<file path="src/rtl/fpu_sp_pkg.sv">
// Shared types and constants for the single-precision FPU datapaths.
package fpu_sp_pkg;
  typedef struct packed {logic sign; logic [7:0] exp; logic [22:0] man;} fp32_t;

  localparam int          EXP_BIAS = 127;
  localparam int          EXP_OVF  = 2 * EXP_BIAS + 1;
  localparam logic [7:0]  EXP_MAX  = 8'hFF;
  localparam logic [31:0] QNAN     = 32'h7FC00000;
  localparam int          MAN_W    = 24;
  localparam int          GRS_W    = 3;
  localparam int          EXT_W    = MAN_W + GRS_W;
  localparam int          LZC_W    = 5;

  function automatic logic is_nan(input fp32_t x);
    return (x.exp == EXP_MAX) && (x.man != '0);
  endfunction

  function automatic logic is_inf(input fp32_t x);
    return (x.exp == EXP_MAX) && (x.man == '0);
  endfunction
endpackage

</file>
<file path="src/rtl/fpu_sp_lzc.sv">
// Leading-zero counter over the 27-bit extended mantissa (all-zero input gives 27).
module fpu_sp_lzc
  import fpu_sp_pkg::*;
(
  input  logic [EXT_W-1:0] d,
  output logic [LZC_W-1:0] cnt
);
  always_comb begin
    cnt = LZC_W'(EXT_W);
    for (int i = 0; i < EXT_W; i++)
      if (d[i]) cnt = LZC_W'(EXT_W - 1 - i);
  end
endmodule

</file>
<file path="src/rtl/fpu_sp_sub.sv">
// Registered binary32 subtractor (a - b), RNE rounding, denormals flushed to zero.
// Define FPU_SP_SUB_INREG_EN to add an input register stage (latency 2).
module fpu_sp_sub
  import fpu_sp_pkg::*;
(
  input  logic        clk,
  input  logic        rst,
  input  logic [31:0] a,
  input  logic [31:0] b,
  output logic [31:0] result,
  output logic        overflow_underflow_flag
);
  fp32_t a_q, b_q;

`ifdef FPU_SP_SUB_INREG_EN
  always_ff @(posedge clk or posedge rst)
    if (rst) begin
      a_q <= '0;
      b_q <= '0;
    end else begin
      a_q <= a;
      b_q <= b;
    end
`else
  assign a_q = a;
  assign b_q = b;
`endif

  logic sa, sb, eff_sub, swap;
  logic [30:0] mag_a, mag_b, mag_big, mag_small;
  assign sa      = a_q.sign;
  assign sb      = ~b_q.sign;
  assign eff_sub = sa ^ sb;
  // Denormal operands collapse to zero magnitude before ordering.
  assign mag_a   = (a_q.exp == '0) ? '0 : {a_q.exp, a_q.man};
  assign mag_b   = (b_q.exp == '0) ? '0 : {b_q.exp, b_q.man};
  assign swap    = mag_b > mag_a;
  assign mag_big   = swap ? mag_b : mag_a;
  assign mag_small = swap ? mag_a : mag_b;

  logic             s_big;
  logic [7:0]       e_big, e_small, d;
  logic [MAN_W-1:0] m_big, m_small;
  assign s_big   = swap ? sb : sa;
  assign e_big   = mag_big[30:23];
  assign e_small = mag_small[30:23];
  assign m_big   = {|e_big, mag_big[22:0]};
  assign m_small = {|e_small, mag_small[22:0]};
  assign d       = e_big - e_small;

  logic [49:0]      wide;
  logic [EXT_W-1:0] aligned, dif;
  logic [EXT_W:0]   sum;
  assign wide    = {m_small, 26'b0} >> d;
  assign aligned = (d >= 8'd26) ? {26'b0, |m_small} : {wide[49:24], |wide[23:0]};
  assign sum     = {1'b0, m_big, 3'b0} + {1'b0, aligned};
  assign dif     = {m_big, 3'b0} - aligned;

  logic [LZC_W-1:0] lz;
  fpu_sp_lzc u_lzc (.d(dif), .cnt(lz));

  logic [EXT_W-1:0] mant_n;
  logic [9:0]       exp_n;
  always_comb begin
    mant_n = '0;
    exp_n  = '0;
    if (!eff_sub) begin
      if (sum[EXT_W]) begin
        mant_n = {sum[27:2], sum[1] | sum[0]};
        exp_n  = {2'b0, e_big} + 10'd1;
      end else begin
        mant_n = sum[26:0];
        exp_n  = {2'b0, e_big};
      end
    end else begin
      mant_n = dif << lz;
      exp_n  = {2'b0, e_big} - {5'b0, lz};
    end
  end

  logic        rnd_up;
  logic [24:0] m_r;
  logic [9:0]  exp_r;
  logic [22:0] frac;
  assign rnd_up = mant_n[2] & (mant_n[1] | mant_n[0] | mant_n[3]);
  assign m_r    = {1'b0, mant_n[26:3]} + {24'b0, rnd_up};
  assign exp_r  = exp_n + {9'b0, m_r[24]};
  assign frac   = m_r[24] ? m_r[23:1] : m_r[22:0];

  logic [31:0] res_d;
  logic        flag_d;
  always_comb begin
    res_d  = {s_big, exp_r[7:0], frac};
    flag_d = 1'b0;
    if (is_nan(a_q) || is_nan(b_q) || (is_inf(a_q) && is_inf(b_q) && eff_sub))
      res_d = QNAN;
    else if (is_inf(a_q))
      res_d = {sa, EXP_MAX, 23'b0};
    else if (is_inf(b_q))
      res_d = {sb, EXP_MAX, 23'b0};
    else if (mag_big == '0)
      res_d = {sa & sb, 31'b0};
    else if (eff_sub && dif == '0)
      res_d = '0;
    else if (exp_r[9] || exp_r == '0) begin
      res_d  = {s_big, 31'b0};
      flag_d = 1'b1;
    end else if (exp_r >= 10'(EXP_OVF)) begin
      res_d  = {s_big, EXP_MAX, 23'b0};
      flag_d = 1'b1;
    end
  end

  always_ff @(posedge clk or posedge rst)
    if (rst) begin
      result                  <= '0;
      overflow_underflow_flag <= 1'b0;
    end else begin
      result                  <= res_d;
      overflow_underflow_flag <= flag_d;
    end
endmodule

</file>
<file path="config.mk">
export PLATFORM = sky130hd
export DESIGN_NAME = fpu_sp_sub
export DESIGN_NICKNAME = d
export VERILOG_FILES = /design/src/rtl/fpu_sp_pkg.sv /design/src/rtl/fpu_sp_lzc.sv /design/src/rtl/fpu_sp_sub.sv
export SDC_FILE = /design/constraint.sdc
export NUM_CORES = 1
export LEC_CHECK = 0
export CORE_UTILIZATION = 25
export CTS_CLUSTER_DIAMETER = 150
export DETAILED_ROUTE_END_ITERATION = 16
export PLACE_DENSITY_LB_ADDON = 0.15
export SYNTH_ARGS = -nofsm -noshare
export SYNTH_HDL_FRONTEND = slang
export SYNTH_SLANG_ARGS = --single-unit
</file>
<file path="constraint.sdc">
create_clock -name clk -period 1.05 [get_ports clk]
set_input_delay 0.2625 -clock clk [delete_from_list [all_inputs] [get_ports clk]]
set_output_delay 0.2625 -clock clk [all_outputs]
set_load 0.1 [all_outputs]
</file>
==> impl.org <==
** Clocking
- Number of buffers added by the clock tree synthesis step :: 5
- For this design, the sink count on the clock tree is 33.
- Worst-case clock buffer depth :: 2
- The tree is rooted in a sky130_fd_sc_hd__clkbuf_16.
- Clock-pin slew on the worst setup and hold paths :: ~0.05 ns
- Hold bufs inserted after CTS :: 0
- CTS built an H-tree with a depth of 2.
- Clock tree from TritonCTS :: yes

** Drt
- Before antenna repair, the detailed router went through 6 iterations.
- Summed over all nets, wire length on met3 after detailed routing comes to 3529 um.
- Detailed routing placed a total of approximately 38000 um of wire on met2.
- Highest routed layer :: met4
- For this block, wires on met1 add up to 37260 um.
- The detailed router finished its first iteration with 1465 violations.
- The count of nets left with antenna violations once routing finished came out at 0.
- Per-cell via count in the routed design :: between 5 and 6
- Via count :: 19910
- Wire per inst :: around 22 um
- For this block, the routed nets add up to 81980 um of wire.
- After detailed routing, the number of remaining DRC violations is 0.

** Global route
- First-pass GRT wire length :: 123400 um
- Maximum number of pins on one net before global-route repair :: 60
- For this run, the total global-route usage over all layers was measured as 28.58%.
- Via count of the first global-routing pass :: 20060
- The number of antenna violations at the first check in global routing came to 0.
- Leftover overflow at the end of global routing :: 0

** Yosys
- Post-Syn Area per Cell :: slightly below 7 um2
- For this run, the leading register cell type out of synthesis is sky130_fd_sc_hd__dfrtp_1.
- Syn Inst Count :: approximately 2000
- Sequential-to-total area share from yosys stat :: under 10%
- After synthesis the netlist holds a flip-flop and latch count of 33.
- YS warnings :: 0
- Syn Std Cell Area :: 13760 um2
- Counting distinct cell types in the post-synthesis netlist gives roughly 110.
- Mapped Nets :: 2193
- Number of synthesized flops with an enable pin :: 0
- Post-synth top area share :: 8.455%
- The biggest area contributor in the post-synthesis netlist is sky130_fd_sc_hd__ha_1.
- Synth async-reset ratio :: 100.0%
- Top post-synthesis cells by area :: sky130_fd_sc_hd__ha_1, sky130_fd_sc_hd__mux2i_1, sky130_fd_sc_hd__dfrtp_1

** Timing
- Final-report max-slew violation count :: 0
- Setup slack on the critical path of the routed design comes to -11.30 ns.
- Worst hold slack after final layout :: roughly 0.34 ns
- At the pin with the least slew margin, the transition time is 0.7539 ns.
- Dividing the final minimum period by the clock period gives 1176%.
- Clock period minus final worst setup slack :: roughly 12 ns
- Hold Vio Cnt, Final :: 0
- Headroom to the max-slew limit came out at approximately half.
- Setup repair after global routing missed its margin :: yes
- Setup violations remaining at the end of the flow were counted as 66.
- Max frequency :: 80.99 MHz

** Floorplan
- Effective utilization at floorplan :: 25.42%
- Total Die Area :: between 50000 and 60000 um2
- The core region is 54130 um2.
- From left edge to right edge, the die measures 236.6 um.
- # rows :: 85
- Boundary pin count :: between 90 and 100
- From bottom edge to top edge, the die measures 236.6 um.

** Min path
- Class of the worst hold path :: in -> async

** Critical path
- The worst setup path is launched from a primary input.
- The largest individual stage delay along the critical path comes from the cell sky130_fd_sc_hd__or4_4.
- Largest stage delay, worst path :: around 0.54 ns
- Maximum fanout along the worst path :: 7
- Most used cell along the critical path :: sky130_fd_sc_hd__buf_4
- The worst setup path is of the in -> reg kind.
- STA classifies the critical path endpoint as a flop.
- Data arrival time of the critical path :: 12.51 ns
- For the worst setup path, the data required time is 1.22 ns.

** Pwr
- Peak supply drop :: 1.568 mV
- Summed over all cells, the static leakage comes to 11.02 nW.
- Overall power :: 0.05212 W
- Total power divided by cell area :: about 2200 nW/um2

** Finish
- Filler instances :: roughly 5500
- From synthesis to final layout, the design area changed by 75.93%.
- For this run, the share of the core covered by cells in the final layout is 44.73%.
- The repair_antennas step left the layout with diodes totalling 0.
- In the final layout, the share of cells above drive strength 1 is 44.40%.
- After the last flow step, the layout net total stands at 3133.

** Status
- The final reports fail on negative setup slack.
- Outcome :: finished with violations

** Placement
- Sum of net half-perimeters after detailed placement :: slightly below 70000 um
- The congestion estimate from routability-driven global placement came to 1.021.
- Worst setup timing slack at the placement stage :: -12.29 ns
- Count of port buffers added during placement :: just under 100

** Job
- Number of max-cap violations :: 0
==> worst max-delay path, delay by kind of cell <==
family	cells	cell delay [ns]
multiplexers	3	0.89
AO/OA/AOI/OAI	18	3.65
adder cells (fa/ha/maj)	5	1.00
buffers and inverters	15	2.25
AND/OR/NAND/NOR	25	4.43
==> layout make-up <==
type,instances,area (um2),share of cell area [%]
inverter,88,332.8,1.375
multi-input combinational,1781,13210,54.55
sequential,33,865.8,3.576
tap,696,870.8,3.597
clock inverter,1,5.005,0.02067
timing repair buffer,1063,8778,36.25
clock buffer,7,152.6,0.6304
==> worst paths after layout <==
check / start / to / cells after the start
min in group clk: b[24] / result[31] / 7
hold / removal: rst / result[24] / 3
setup / recovery: b[28] / result[16] / 66
max in group asynchronous: rst / result[17] / 3
==> power breakdown <==
group,switching (W),internal [W],leakage (nW)
combinational,0.0265,0.0217,10.6
sequential,0.000536,0.00197,0.361
clock,0.000495,0.00100,0.0799
total,0.0275,0.0246,11.0
==> Yosys cell counts (12+ instances only) <==
library cell,instances
sky130_fd_sc_hd__o21a_1,14
sky130_fd_sc_hd__or2_2,14
sky130_fd_sc_hd__buf_2,22
sky130_fd_sc_hd__xnor2_1,63
sky130_fd_sc_hd__a211o_1,14
sky130_fd_sc_hd__or4_1,12
sky130_fd_sc_hd__nor2_1,200
sky130_fd_sc_hd__inv_1,82
sky130_fd_sc_hd__xor2_1,17
sky130_fd_sc_hd__a31oi_1,21
sky130_fd_sc_hd__a211oi_1,54
sky130_fd_sc_hd__o31a_1,13
sky130_fd_sc_hd__or3_1,19
sky130_fd_sc_hd__o311ai_0,12
sky130_fd_sc_hd__o21bai_1,12
sky130_fd_sc_hd__mux2i_1,93
sky130_fd_sc_hd__nor2b_1,18
sky130_fd_sc_hd__nor3_1,59
sky130_fd_sc_hd__nand2b_1,33
sky130_fd_sc_hd__o31ai_1,26
sky130_fd_sc_hd__nand3_1,61
sky130_fd_sc_hd__buf_1,12
sky130_fd_sc_hd__nor4_1,29
sky130_fd_sc_hd__a32oi_1,12
sky130_fd_sc_hd__o211ai_1,42
sky130_fd_sc_hd__nand4_1,42
sky130_fd_sc_hd__o21ai_0,118
sky130_fd_sc_hd__and2_1,41
sky130_fd_sc_hd__a21oi_1,145
sky130_fd_sc_hd__dfrtp_1,33
sky130_fd_sc_hd__and3_1,23
sky130_fd_sc_hd__a21o_1,28
sky130_fd_sc_hd__ha_1,93
sky130_fd_sc_hd__clkbuf_1,87
sky130_fd_sc_hd__nand2_1,214
sky130_fd_sc_hd__mux2_2,38
==> per-stage QoR <==
step	area [um2]	cells	TNS (ns)
after floorplan	14190	2032	-393.41
after global placement	22480	3592	-397.56
after detailed placement	22480	3592	-399.74
after CTS	23850	3659	-362.58
after global routing	24210	3669	-388.76
final	24210	3669	-369.92
==> placed cells by master (no fill, tap or decap), types with 36 or more instances in the layout <==
master	synthesis	routed
sky130_fd_sc_hd__mux2i_1	93	86
sky130_fd_sc_hd__a21oi_1	145	135
sky130_fd_sc_hd__ha_1	93	71
sky130_fd_sc_hd__buf_4	6	937
sky130_fd_sc_hd__nor3_1	59	54
sky130_fd_sc_hd__o21ai_0	118	105
sky130_fd_sc_hd__inv_1	82	82
sky130_fd_sc_hd__nand2_1	214	196
sky130_fd_sc_hd__clkdlybuf4s50_1	0	49
sky130_fd_sc_hd__o211ai_1	42	42
sky130_fd_sc_hd__mux2_2	38	36
sky130_fd_sc_hd__nor2_1	200	183
sky130_fd_sc_hd__buf_12	0	41
sky130_fd_sc_hd__a211oi_1	54	42
sky130_fd_sc_hd__nand4_1	42	42
sky130_fd_sc_hd__xnor2_1	63	61
sky130_fd_sc_hd__nand3_1	61	59
==> per-layer routing <==
metal / vias up / global-route usage [%]
met5: - / 0
met1: 9708 / 38.37
met2: 563 / 48.38
met4: 0 / 9.957
li1: 9534 / -
met3: 106 / 1.504
==> flip-flops by register name (all words and copies together), names as in the netlist <==
name	flops
result	32
overflow_underflow_flag	1
==> repair_timing <==
| action | CTS | global route |
|---|---|---|
| setup buffers | 55 | 10 |
| cloned | 6 | 1 |
| endpoints found under the setup margin | 66 | 66 |
| resized for setup | 195 | 65 |
| pin swaps | 60 | 31 |
==> kinds of logic after synthesis <==
| logic type | Yosys count | synth area share (%) |
|---|---|---|
| adder cells (fa/ha/maj) | 95 | 8.745 |
| buffers and inverters | 220 | 6.655 |
| flip-flops | 33 | 6.000 |
| AO/OA/AOI/OAI | 668 | 34.04 |
| AND/OR/NAND/NOR | 801 | 28.91 |
| XOR/XNOR | 81 | 5.291 |
| multiplexers | 134 | 10.36 |
(Power assumes the default switching activity.)
